[config.mk]
export PLATFORM = sky130hd
export DESIGN_NAME = ekf_predict_seq
export DESIGN_NICKNAME = d
export VERILOG_FILES = /design/src/rtl/ekf_predict_seq.sv
export SDC_FILE = /design/constraint.sdc
export NUM_CORES = 2
export LEC_CHECK = 0
export ABC_AREA = 1
export CORE_AREA = 2 2 557 559
export DETAILED_ROUTE_END_ITERATION = 6
export DIE_AREA = 0 0 559 561
export GPL_TIMING_DRIVEN = 0
export PLACE_DENSITY = 0.48
export SKIP_CTS_REPAIR_TIMING = 1
export SLEW_MARGIN = 40
export SYNTH_ARGS = -nofsm -noshare
export SYNTH_HDL_FRONTEND = slang
export SYNTH_SLANG_ARGS = --single-unit
[constraint.sdc]
create_clock -name clk -period 13.8 [get_ports clk]
set_input_delay 1.38 -clock clk [delete_from_list [all_inputs] [get_ports clk]]
set_output_delay 1.38 -clock clk [all_outputs]
set_load 0.01 [all_outputs]
[src/rtl/ekf_predict_seq.sv]
// ekf_predict_seq: sequential EKF prediction stage for the PMSM observer.
// Captures one measurement/state sample. Computes the ten Q-format products
// on one shared multiplier, one product per cycle. Then registers the
// predicted state and the 4x4 Jacobian F together with its transpose.
//
// Ports:
//   clk, reset          clock, asynchronous active-low reset
//   in_valid/in_ready   input handshake; in_ready is high only in IDLE
//   ialpha..ctheta      N-bit Q-format input sample
//   out_valid/out_ready output handshake; out_valid is held until accepted
//   ialphae..thetae     predicted state
//   F, F_transpose      Jacobian; Fr[c] is at F[(4r+c)N +: N]
//   ovf                 a product saturated during this transaction
//
// Optional feature: define THETA_WRAP_EN to fold thetae into [-pi, pi).
module ekf_predict_seq #(
    parameter int unsigned N      = 32,
    parameter int unsigned Q      = 18,
    parameter real         TS     = 0.00001,
    parameter real         RS     = 1.477,
    parameter real         LAMBDA = 0.2026,
    parameter real         LS     = 0.0211
) (
    input  logic          clk,
    input  logic          reset,
    input  logic          in_valid,
    output logic          in_ready,
    input  logic [N-1:0]  ialpha,
    input  logic [N-1:0]  ibeta,
    input  logic [N-1:0]  valpha,
    input  logic [N-1:0]  vbeta,
    input  logic [N-1:0]  omega,
    input  logic [N-1:0]  theta,
    input  logic [N-1:0]  stheta,
    input  logic [N-1:0]  ctheta,
    output logic          out_valid,
    input  logic          out_ready,
    output logic [N-1:0]  ialphae,
    output logic [N-1:0]  ibetae,
    output logic [N-1:0]  omegae,
    output logic [N-1:0]  thetae,
    output logic [16*N-1:0] F,
    output logic [16*N-1:0] F_transpose,
    output logic          ovf
);

    localparam int unsigned STEP_W   = 4;
    localparam int unsigned NPROD    = 10;
    localparam int unsigned LAST_STEP = NPROD - 1;

    // Q-format constants, rounded to nearest (ties away from zero) by the cast
    localparam longint TS_LS_I    = longint'((TS / LS) * (2.0 ** Q));
    localparam longint RS_TS_LS_I = longint'((RS * TS / LS) * (2.0 ** Q));
    localparam longint LTL_I      = longint'((LAMBDA * TS / LS) * (2.0 ** Q));
    localparam longint T_I        = longint'(TS * (2.0 ** Q));
    localparam longint SF_I       = longint'(2.0 ** Q);
    localparam longint PI_I       = longint'(3.14159265358979323846 * (2.0 ** Q));

    localparam logic signed [N-1:0] TS_LS    = N'(TS_LS_I);
    localparam logic signed [N-1:0] RS_TS_LS = N'(RS_TS_LS_I);
    localparam logic signed [N-1:0] LTL      = N'(LTL_I);
    localparam logic signed [N-1:0] T        = N'(T_I);
    localparam logic signed [N-1:0] SF       = N'(SF_I);
    localparam logic signed [N-1:0] F00      = N'(SF_I - RS_TS_LS_I);
    localparam logic signed [N-1:0] PI_Q     = N'(PI_I);
    localparam logic signed [N-1:0] NEG_PI_Q = N'(-PI_I);
    localparam logic signed [N-1:0] TWO_PI_Q = N'(2 * PI_I);

    typedef enum logic [1:0] {
        IDLE = 2'd0,
        RUN  = 2'd1,
        FIN  = 2'd2,
        DONE = 2'd3
    } state_t;

    state_t state, state_nxt;
    logic [STEP_W-1:0] step, step_nxt;

    logic signed [N-1:0] r_ialpha, r_ibeta, r_valpha, r_vbeta;
    logic signed [N-1:0] r_omega, r_theta, r_stheta, r_ctheta;
    logic signed [N-1:0] prod [NPROD];

    logic signed [N-1:0]   mul_a, mul_b, mul_sat;
    logic signed [2*N-1:0] a_ext, b_ext, mul_full, mul_sh;
    logic                  mul_ovf;

    logic signed [N-1:0] ia_nxt, ib_nxt, th_sum, th_nxt;
    logic signed [N-1:0] fm [4][4];
    logic [16*N-1:0]     f_pack, ft_pack;

    // State register
    always_ff @(posedge clk or negedge reset) begin
        if (!reset) begin
            state <= IDLE;
            step  <= '0;
        end else begin
            state <= state_nxt;
            step  <= step_nxt;
        end
    end

    // Next-state logic and step sequencing
    always_comb begin
        state_nxt = state;
        step_nxt  = step;
        case (state)
            IDLE: begin
                if (in_valid) begin
                    state_nxt = RUN;
                    step_nxt  = '0;
                end
            end
            RUN: begin
                if (step == STEP_W'(LAST_STEP)) begin
                    state_nxt = FIN;
                end else begin
                    step_nxt = step + STEP_W'(1);
                end
            end
            FIN:  state_nxt = DONE;
            DONE: begin
                if (out_ready) begin
                    state_nxt = IDLE;
                end
            end
            default: state_nxt = IDLE;
        endcase
    end

    // Operand select for the shared multiplier; m2 = prod[2] feeds steps 3 and 6
    always_comb begin
        mul_a = '0;
        mul_b = '0;
        case (step)
            4'd0: begin mul_a = r_valpha; mul_b = TS_LS;    end
            4'd1: begin mul_a = r_ialpha; mul_b = RS_TS_LS; end
            4'd2: begin mul_a = r_omega;  mul_b = LTL;      end
            4'd3: begin mul_a = r_stheta; mul_b = prod[2];  end
            4'd4: begin mul_a = r_vbeta;  mul_b = TS_LS;    end
            4'd5: begin mul_a = r_ibeta;  mul_b = RS_TS_LS; end
            4'd6: begin mul_a = r_ctheta; mul_b = prod[2];  end
            4'd7: begin mul_a = r_omega;  mul_b = T;        end
            4'd8: begin mul_a = LTL;      mul_b = r_stheta; end
            4'd9: begin mul_a = LTL;      mul_b = r_ctheta; end
            default: begin mul_a = '0; mul_b = '0; end
        endcase
    end

    // Full-width product, arithmetic shift by Q, saturate to N bits
    always_comb begin
        a_ext    = {{N{mul_a[N-1]}}, mul_a};
        b_ext    = {{N{mul_b[N-1]}}, mul_b};
        mul_full = a_ext * b_ext;
        mul_sh   = mul_full >>> Q;
        // Fits in N bits only when the top N+1 bits are all equal
        mul_ovf  = ~(&mul_sh[2*N-1:N-1]) & (|mul_sh[2*N-1:N-1]);
        if (mul_ovf) begin
            mul_sat = mul_sh[2*N-1] ? {1'b1, {(N-1){1'b0}}} : {1'b0, {(N-1){1'b1}}};
        end else begin
            mul_sat = mul_sh[N-1:0];
        end
    end

    // Result sums (wrapping) and Jacobian assembly
    always_comb begin
        ia_nxt = r_ialpha + prod[0] - prod[1] + prod[3];
        ib_nxt = r_ibeta + prod[4] - prod[5] - prod[6];
        th_sum = r_theta + prod[7];
`ifdef THETA_WRAP_EN
        if (th_sum >= PI_Q) begin
            th_nxt = th_sum - TWO_PI_Q;
        end else if (th_sum < NEG_PI_Q) begin
            th_nxt = th_sum + TWO_PI_Q;
        end else begin
            th_nxt = th_sum;
        end
`else
        th_nxt = th_sum;
`endif
        for (int r = 0; r < 4; r++) begin
            for (int c = 0; c < 4; c++) begin
                fm[r][c] = '0;
            end
        end
        fm[0][0] = F00;
        fm[0][2] = prod[8];
        fm[0][3] = prod[6];
        fm[1][1] = F00;
        fm[1][2] = -prod[9];
        fm[1][3] = prod[3];
        fm[2][2] = SF;
        fm[3][2] = T;
        fm[3][3] = SF;
        f_pack  = '0;
        ft_pack = '0;
        for (int r = 0; r < 4; r++) begin
            for (int c = 0; c < 4; c++) begin
                f_pack[(4*r+c)*N +: N]  = fm[r][c];
                ft_pack[(4*c+r)*N +: N] = fm[r][c];
            end
        end
    end

    // Handshake flags follow the next state so they are registered
    always_ff @(posedge clk or negedge reset) begin
        if (!reset) begin
            in_ready  <= 1'b1;
            out_valid <= 1'b0;
        end else begin
            in_ready  <= (state_nxt == IDLE);
            out_valid <= (state_nxt == DONE);
        end
    end

    // Input capture, product accumulation, sticky overflow and result registers
    always_ff @(posedge clk or negedge reset) begin
        if (!reset) begin
            r_ialpha    <= '0;
            r_ibeta     <= '0;
            r_valpha    <= '0;
            r_vbeta     <= '0;
            r_omega     <= '0;
            r_theta     <= '0;
            r_stheta    <= '0;
            r_ctheta    <= '0;
            for (int i = 0; i < NPROD; i++) begin
                prod[i] <= '0;
            end
            ovf         <= 1'b0;
            ialphae     <= '0;
            ibetae      <= '0;
            omegae      <= '0;
            thetae      <= '0;
            F           <= '0;
            F_transpose <= '0;
        end else begin
            case (state)
                IDLE: begin
                    if (in_valid) begin
                        r_ialpha <= ialpha;
                        r_ibeta  <= ibeta;
                        r_valpha <= valpha;
                        r_vbeta  <= vbeta;
                        r_omega  <= omega;
                        r_theta  <= theta;
                        r_stheta <= stheta;
                        r_ctheta <= ctheta;
                        ovf      <= 1'b0;
                    end
                end
                RUN: begin
                    prod[step] <= mul_sat;
                    if (mul_ovf) begin
                        ovf <= 1'b1;
                    end
                end
                FIN: begin
                    ialphae     <= ia_nxt;
                    ibetae      <= ib_nxt;
                    omegae      <= r_omega;
                    thetae      <= th_nxt;
                    F           <= f_pack;
                    F_transpose <= ft_pack;
                end
                default: ;
            endcase
        end
    end

endmodule

== Word-level counts from Yosys, hierarchy flattened ==
Cells that the tools add are included.
Storage, ports and cells
  input bits: 260
  output and inout bits: 1155
  register bits: 1022
Cells by class
  $add $sub $neg: 9
  reduce and logical (&&, ||, !) cells: 15
  magnitude comparators: 2
  mux-type cells: 17
  equality and inequality tests: 16
  bitwise gates (word level): 3
  $mul: 1
Operator list (number)
  320-bit bitwise mux: 1
  32-bit case mux with 8 select lines: 1
  32-bit case mux with 7 select lines: 1
  32-bit adder: 4
  32-bit demux with 4-bit select: 1
  32-bit two-way mux: 3
  32-bit subtractor: 3
  32-bit by 32-bit multiplier with 64-bit output: 1
  32-bit negator: 1
  4-bit by 3-bit == test with 1-bit output (second input constant): 4
  15-bit AND reduction: 1
  15-bit OR reduction: 1
  2-bit OR reduction: 5
  4-bit by 2-bit == test with 1-bit output (second input constant): 2
  4-bit == test (second input constant): 2
  4-bit two-way mux: 2
  2-bit case mux with 4 select lines: 1
  4-bit case mux with 2 select lines: 1
  2-bit == test (second input constant): 3
  2-bit two-way mux: 3
  2-bit inequality test (second input constant): 3
  3-bit AND reduction: 2
  5-bit >= comparator (second input constant): 1
  5-bit by 1-bit < comparator with 1-bit output (second input constant): 1
  13 further kinds: 15

== Logic depth before layout (Yosys ltp) ==
  depth after elaboration: 9
  gate-level depth with buffers: 53
  depth with buffers taken out: 48

== Worst setup path after synthesis ==
OpenSTA, ideal clock, no wires.
  path kind: reg2reg
  start point: reg step[1]
  end point: reg prod (netlist bit f_pack[225])
  stages on the path, launching flop included: 44
  path buffers: 6
  clock period less this slack: 9.740 ns
  required time: 13.683 ns
  arrival time: 9.624 ns
  setup slack: 4.060 ns
  cell sequence: dfrtp_1 > inv_1 > ha_1 > buf_2 > inv_1 > nor2_1 > clkbuf_1 > clkbuf_1 > nand2_1 > o21ai_0 > nor4_1 > clkbuf_1 > inv_1 > clkbuf_1 > nand2_1 > fa_1 > inv_1 > fa_1 > [8 not listed] > fa_1 > inv_1 > ha_1 > a21oi_1 > o21ai_0 > a21oi_1 > nor2_1 > a2111oi_0 > nand3_1 > nand2_1 > nand3_1 > nor2_2 > nand2_4 > nand2_4 > buf_12 > nand2_2 > nand2_1 > nand2_1
On the way
  cells in the longest elaborated chain, start to end: 9
RTL lines
  start: declaration: RTL line 77  | logic [STEP_W-1:0] step, step_nxt;
  start signal: assignment: RTL line 98  | step <= step_nxt;
  4-bit == test, or another cell as far along: RTL line 134  | case (step)
  2-bit OR reduction (no line)
  32-bit case mux with 8 select lines or 32-bit case mux with 7 select lines (tied branches): RTL line 134
  32-bit by 32-bit multiplier with 64-bit output: RTL line 153  | mul_full = a_ext * b_ext;
  15-bit AND reduction: RTL line 156  | mul_ovf = ~(&mul_sh[2*N-1:N-1]) & (|mul_sh[2*N-1:N-1]);
  1-bit NOT: RTL line 156
  1-bit AND: RTL line 156
  32-bit two-way mux: RTL line 157  | if (mul_ovf) begin
  320-bit bitwise mux (*): RTL line 252  | prod[step] <= mul_sat;
  end signal: indexed assignment: RTL line 252
  end: declaration: RTL line 81  | logic signed [N-1:0] prod [NPROD];
Mark *: on every way between the ends. The rest lies on a longest branch, timed or not.
A chain may end at the register's enable or synchronous reset.

== Worst setup path after layout ==
  start point: reg step[0]
  end point: reg prod[75] in the netlist's numbering
The elaborated chain is that of the path after synthesis.

==> results.txt <==
Across all hold checks on the routed design, the worst slack comes to 0.469 ns. The kind of cell adding the most delay to the critical path was adder cells. The critical path is of the reg2reg type. Setup repair after global routing left no endpoint under its margin.

The logs give 6183 for the number of violations reported at the end of detailed-routing iteration 0 and 328000 µm for the estimated wirelength of the detail-placed design. The tools report the area of the core region as 308000 µm². Most area-hungry cell type in the Yosys netlist: sky130_fd_sc_hd__fa_1. Together, buffers and inverters on the worst path number 13. The buffer levels on the longest clock path is 3, and the number of instances on the worst hold path is 2. The portion of synthesized cell area occupied by the leading cell type was 28.6%.

Number of cells traversed by the worst register-to-register path: 42. The worst setup path is captured at a register. At the later pin of the worst-skew pair, clock insertion delay measures 0.74 ns. After global routing the overflow that remains totals 0. Setup violations remaining at the end of the flow were counted as 0.

Entering global routing, the biggest net connects 103 pins. The worst hold-check path type was reg2reg. For this configuration, the core starts out at a cell density of 27.5%. The first detailed-routing pass ran for 6 iterations. The cell sitting at the root of the clock tree is a sky130_fd_sc_hd__clkbuf_16. The peak per-stage delay on the critical path works out to 0.90 ns.

The slew at the pin closest to its max-slew limit is 1.01 ns, and the share of flip-flops with an asynchronous set or reset after synthesis is 100%. The count of warnings emitted by yosys is 0. The maximum level of the CTS H-tree was 3; the number of maximum-capacitance violations was 0. The clock drives 842 sinks. A synthesized cell averages 8.42 µm². TritonCTS built the clock tree. The total detailed-routing wirelength is 389000 µm. At the end of routability-driven placement, the weighted congestion stood at 0.971. Relative to the synthesized area, the layout overhead comes to 23.4%. The number of register bits inferred by synthesis is 842. The final-report hold violation count was 0. The CTS buffer count was 100. For the endpoint arrival time on the critical path, the log shows 13.86 ns.

The first global-routing pass estimated 542000 µm of wire. The most used flip-flop cell after synthesis is sky130_fd_sc_hd__dfrtp_1. The largest register by flop count is prod.

The ratio of final minimum period to clock period was 95.7%; the global router's overall resource usage was 24.4%. The number of different library cells in the post-synthesis netlist was 63. The startpoint identified for the worst register-to-register timing path is step[0]. In this run the tightest slew margin relative to its limit is 33.0%. The maximum achievable frequency was 75.7 MHz. The number of global-route vias before repair was 70100; the number of design rule violations left after detail routing was 0. 1415 I/O pins were placed.

In this run the critical register-to-register path is captured at prod[75]. After layout, the minimum clock period comes to 13.21 ns. Sorting the synthesized cells by area gives the leading types as sky130_fd_sc_hd__fa_1, sky130_fd_sc_hd__dfrtp_1, sky130_fd_sc_hd__nand2_1.

The cell area that synthesis handed to floorplanning was 84500 µm². Dividing the detail-routed via count by the number of cells gives 4.42. The standard cell area after detailed placement came out at 101000 µm². The number of input and output port buffers inserted works out to 702. The worst hold path begins at ialphae[0]. In this run the worst path has a maximum fanout of 13. Clock-pin slew was measured on the worst setup and hold paths at 0.06 ns.

The cell count after synthesis is 10000. For the worst setup path, the data required time is 14.45 ns. The tools report the sum of negative setup slack as 0 ns. The tools report the area of all placed cells without fillers as 104000 µm². The tools report the max-slew violation count as 0. Of the synthesized area, sequential elements account for 24.9%.

Per-cell routed wire length: 24.5 µm. The number of cell rows came out at 204. The worst setup path is launched from a register. In the final design database the tool counted 13400 nets. The worst register-to-register path has a setup slack of 0.59 ns. The flip-flop count of the largest register after layout was 224; the layout cell share with drive strength beyond 1 was 12.3%. The worst setup skew after layout was 0.0490 ns.

The count of nets left with antenna violations once routing finished came out at 0. The tools report the number of antenna violations at the first check in global routing as 69. Summing over every cut layer, the via total after detailed routing is 70200. The sink of the worst hold path is ialphae[0].

The cell with the largest stage delay on the worst path is sky130_fd_sc_hd__fa_2. Area of the die: 314000 µm². The number of synthesized flops with an enable pin was 0; the height of the die was 561 µm. The die is 559 µm wide. The run finished with clean final reports.
[layer usage]
metal / vias to the layer above / track usage, % / part of all wire [%]
li1: 31700 / - / -
met4: 12 / 13.2 / 6.1
met1: 35100 / 30.2 / 40
met3: 637 / 4.97 / 7.6
met2: 2763 / 39.7 / 47
met5: - / 0 / 0.018
[layout by cell type, fill, tap and decap left out, types with 22 or more instances in the layout]
master,instances
sky130_fd_sc_hd__nand2_1,2947
sky130_fd_sc_hd__inv_1,1583
sky130_fd_sc_hd__fa_1,1204
sky130_fd_sc_hd__buf_4,918
sky130_fd_sc_hd__dfrtp_1,840
sky130_fd_sc_hd__conb_1,712
sky130_fd_sc_hd__clkdlybuf4s50_1,701
sky130_fd_sc_hd__nor2_1,520
sky130_fd_sc_hd__o21ai_0,457
sky130_fd_sc_hd__ha_1,279
sky130_fd_sc_hd__clkbuf_1,254
sky130_fd_sc_hd__a21oi_1,211
sky130_fd_sc_hd__clkbuf_16,102
sky130_fd_sc_hd__nand3_1,92
sky130_fd_sc_hd__xor2_1,78
sky130_fd_sc_hd__buf_2,75
sky130_fd_sc_hd__o22ai_1,71
sky130_fd_sc_hd__clkbuf_2,66
sky130_fd_sc_hd__xnor2_1,64
sky130_fd_sc_hd__nand2_4,46
sky130_fd_sc_hd__diode_2,42
sky130_fd_sc_hd__a31oi_1,35
sky130_fd_sc_hd__nand2_2,33
sky130_fd_sc_hd__nor3_1,30
sky130_fd_sc_hd__clkbuf_8,26
sky130_fd_sc_hd__a221oi_1,22
sky130_fd_sc_hd__clkinv_2,22
[stage by stage]
step | instances | util [%] | setup slack (ns)
final | 15900 | 33.9 | 0.589
after global routing | 15900 | 33.9 | 0.0495
after CTS | 15800 | 33.8 | 0.588
after detailed placement | 15600 | 32.7 | 0.623
after global placement | 15600 | 32.3 | -29.37
after floorplan | 10700 | - | 4.06
[logic make-up (layout without fill, tap and decap cells)]
| family | count (synthesis) | in the layout | share of synthesized area [%] |
|---|---|---|---|
| simple gates | 3781 | 3781 | 17.9 |
| buf+inv | 2884 | 3856 | 17.0 |
| fa+ha+maj | 1485 | 1485 | 32.7 |
| compound gates | 901 | 901 | 5.87 |
| flops | 842 | 842 | 24.9 |
| xor+xnor | 142 | 142 | 1.47 |
| other cells | 1 | 754 | 0.00444 |
[cells in the mapped netlist, types with 12 or more instances]
cell                       instances
sky130_fd_sc_hd__nand2_2          33
sky130_fd_sc_hd__o22ai_1          71
sky130_fd_sc_hd__xor2_1           78
sky130_fd_sc_hd__a21o_1           13
sky130_fd_sc_hd__or2_2            14
sky130_fd_sc_hd__buf_2            35
sky130_fd_sc_hd__nor4_1           36
sky130_fd_sc_hd__nor3_1           32
sky130_fd_sc_hd__a21boi_0         12
sky130_fd_sc_hd__clkbuf_1        300
sky130_fd_sc_hd__nand3_1          92
sky130_fd_sc_hd__dfrtp_1         841
sky130_fd_sc_hd__clkinv_1         18
sky130_fd_sc_hd__xnor2_1          64
sky130_fd_sc_hd__nand2_4          46
sky130_fd_sc_hd__ha_1            279
sky130_fd_sc_hd__o21ai_0         457
sky130_fd_sc_hd__buf_4           901
sky130_fd_sc_hd__a21oi_1         234
sky130_fd_sc_hd__inv_1          1583
sky130_fd_sc_hd__buf_1            15
sky130_fd_sc_hd__nand2_1        2947
sky130_fd_sc_hd__a221oi_1         23
sky130_fd_sc_hd__nand4_1          19
sky130_fd_sc_hd__a31oi_1          35
sky130_fd_sc_hd__fa_1           1206
sky130_fd_sc_hd__inv_2            14
sky130_fd_sc_hd__nor2_1          520
[how the worst max path moves through the flow]
| stage | startpoint | to | slack (ns) | cells after the start |
|---|---|---|---|---|
| floorplan | step[1] | f_pack[225] | 4.06 | 43 |
| global placement | reset | r_ctheta[18] | -29.37 | 1 |
| detailed placement | step[0] | prod[75] | 0.62 | 42 |
| CTS | step[0] | prod[75] | 0.59 | 42 |
| global route | step[0] | prod[86] | 0.05 | 41 |
| finish | step[0] | prod[75] | 0.59 | 42 |
[tightest hold or removal path, cell delays in order, from the launching register on]
cell                      delay (ns)
sky130_fd_sc_hd__dfrtp_1        0.34
sky130_fd_sc_hd__nand2_1        0.05
sky130_fd_sc_hd__nand2_1        0.04
[area by class of cell]
type	instances	area, µm²
inverter	1616	6070
clock buffer	148	2990
sequential	842	21100
timing repair buffer	782	7860
antenna	42	105
multi-input combinational	7021	52000
fill	32900	203000
buffer	1268	8410
tap	4120	5150
clock inverter	42	558
Power is not shown: default switching activity piles up to over one toggle a cycle in this logic, so the estimate is an artifact.
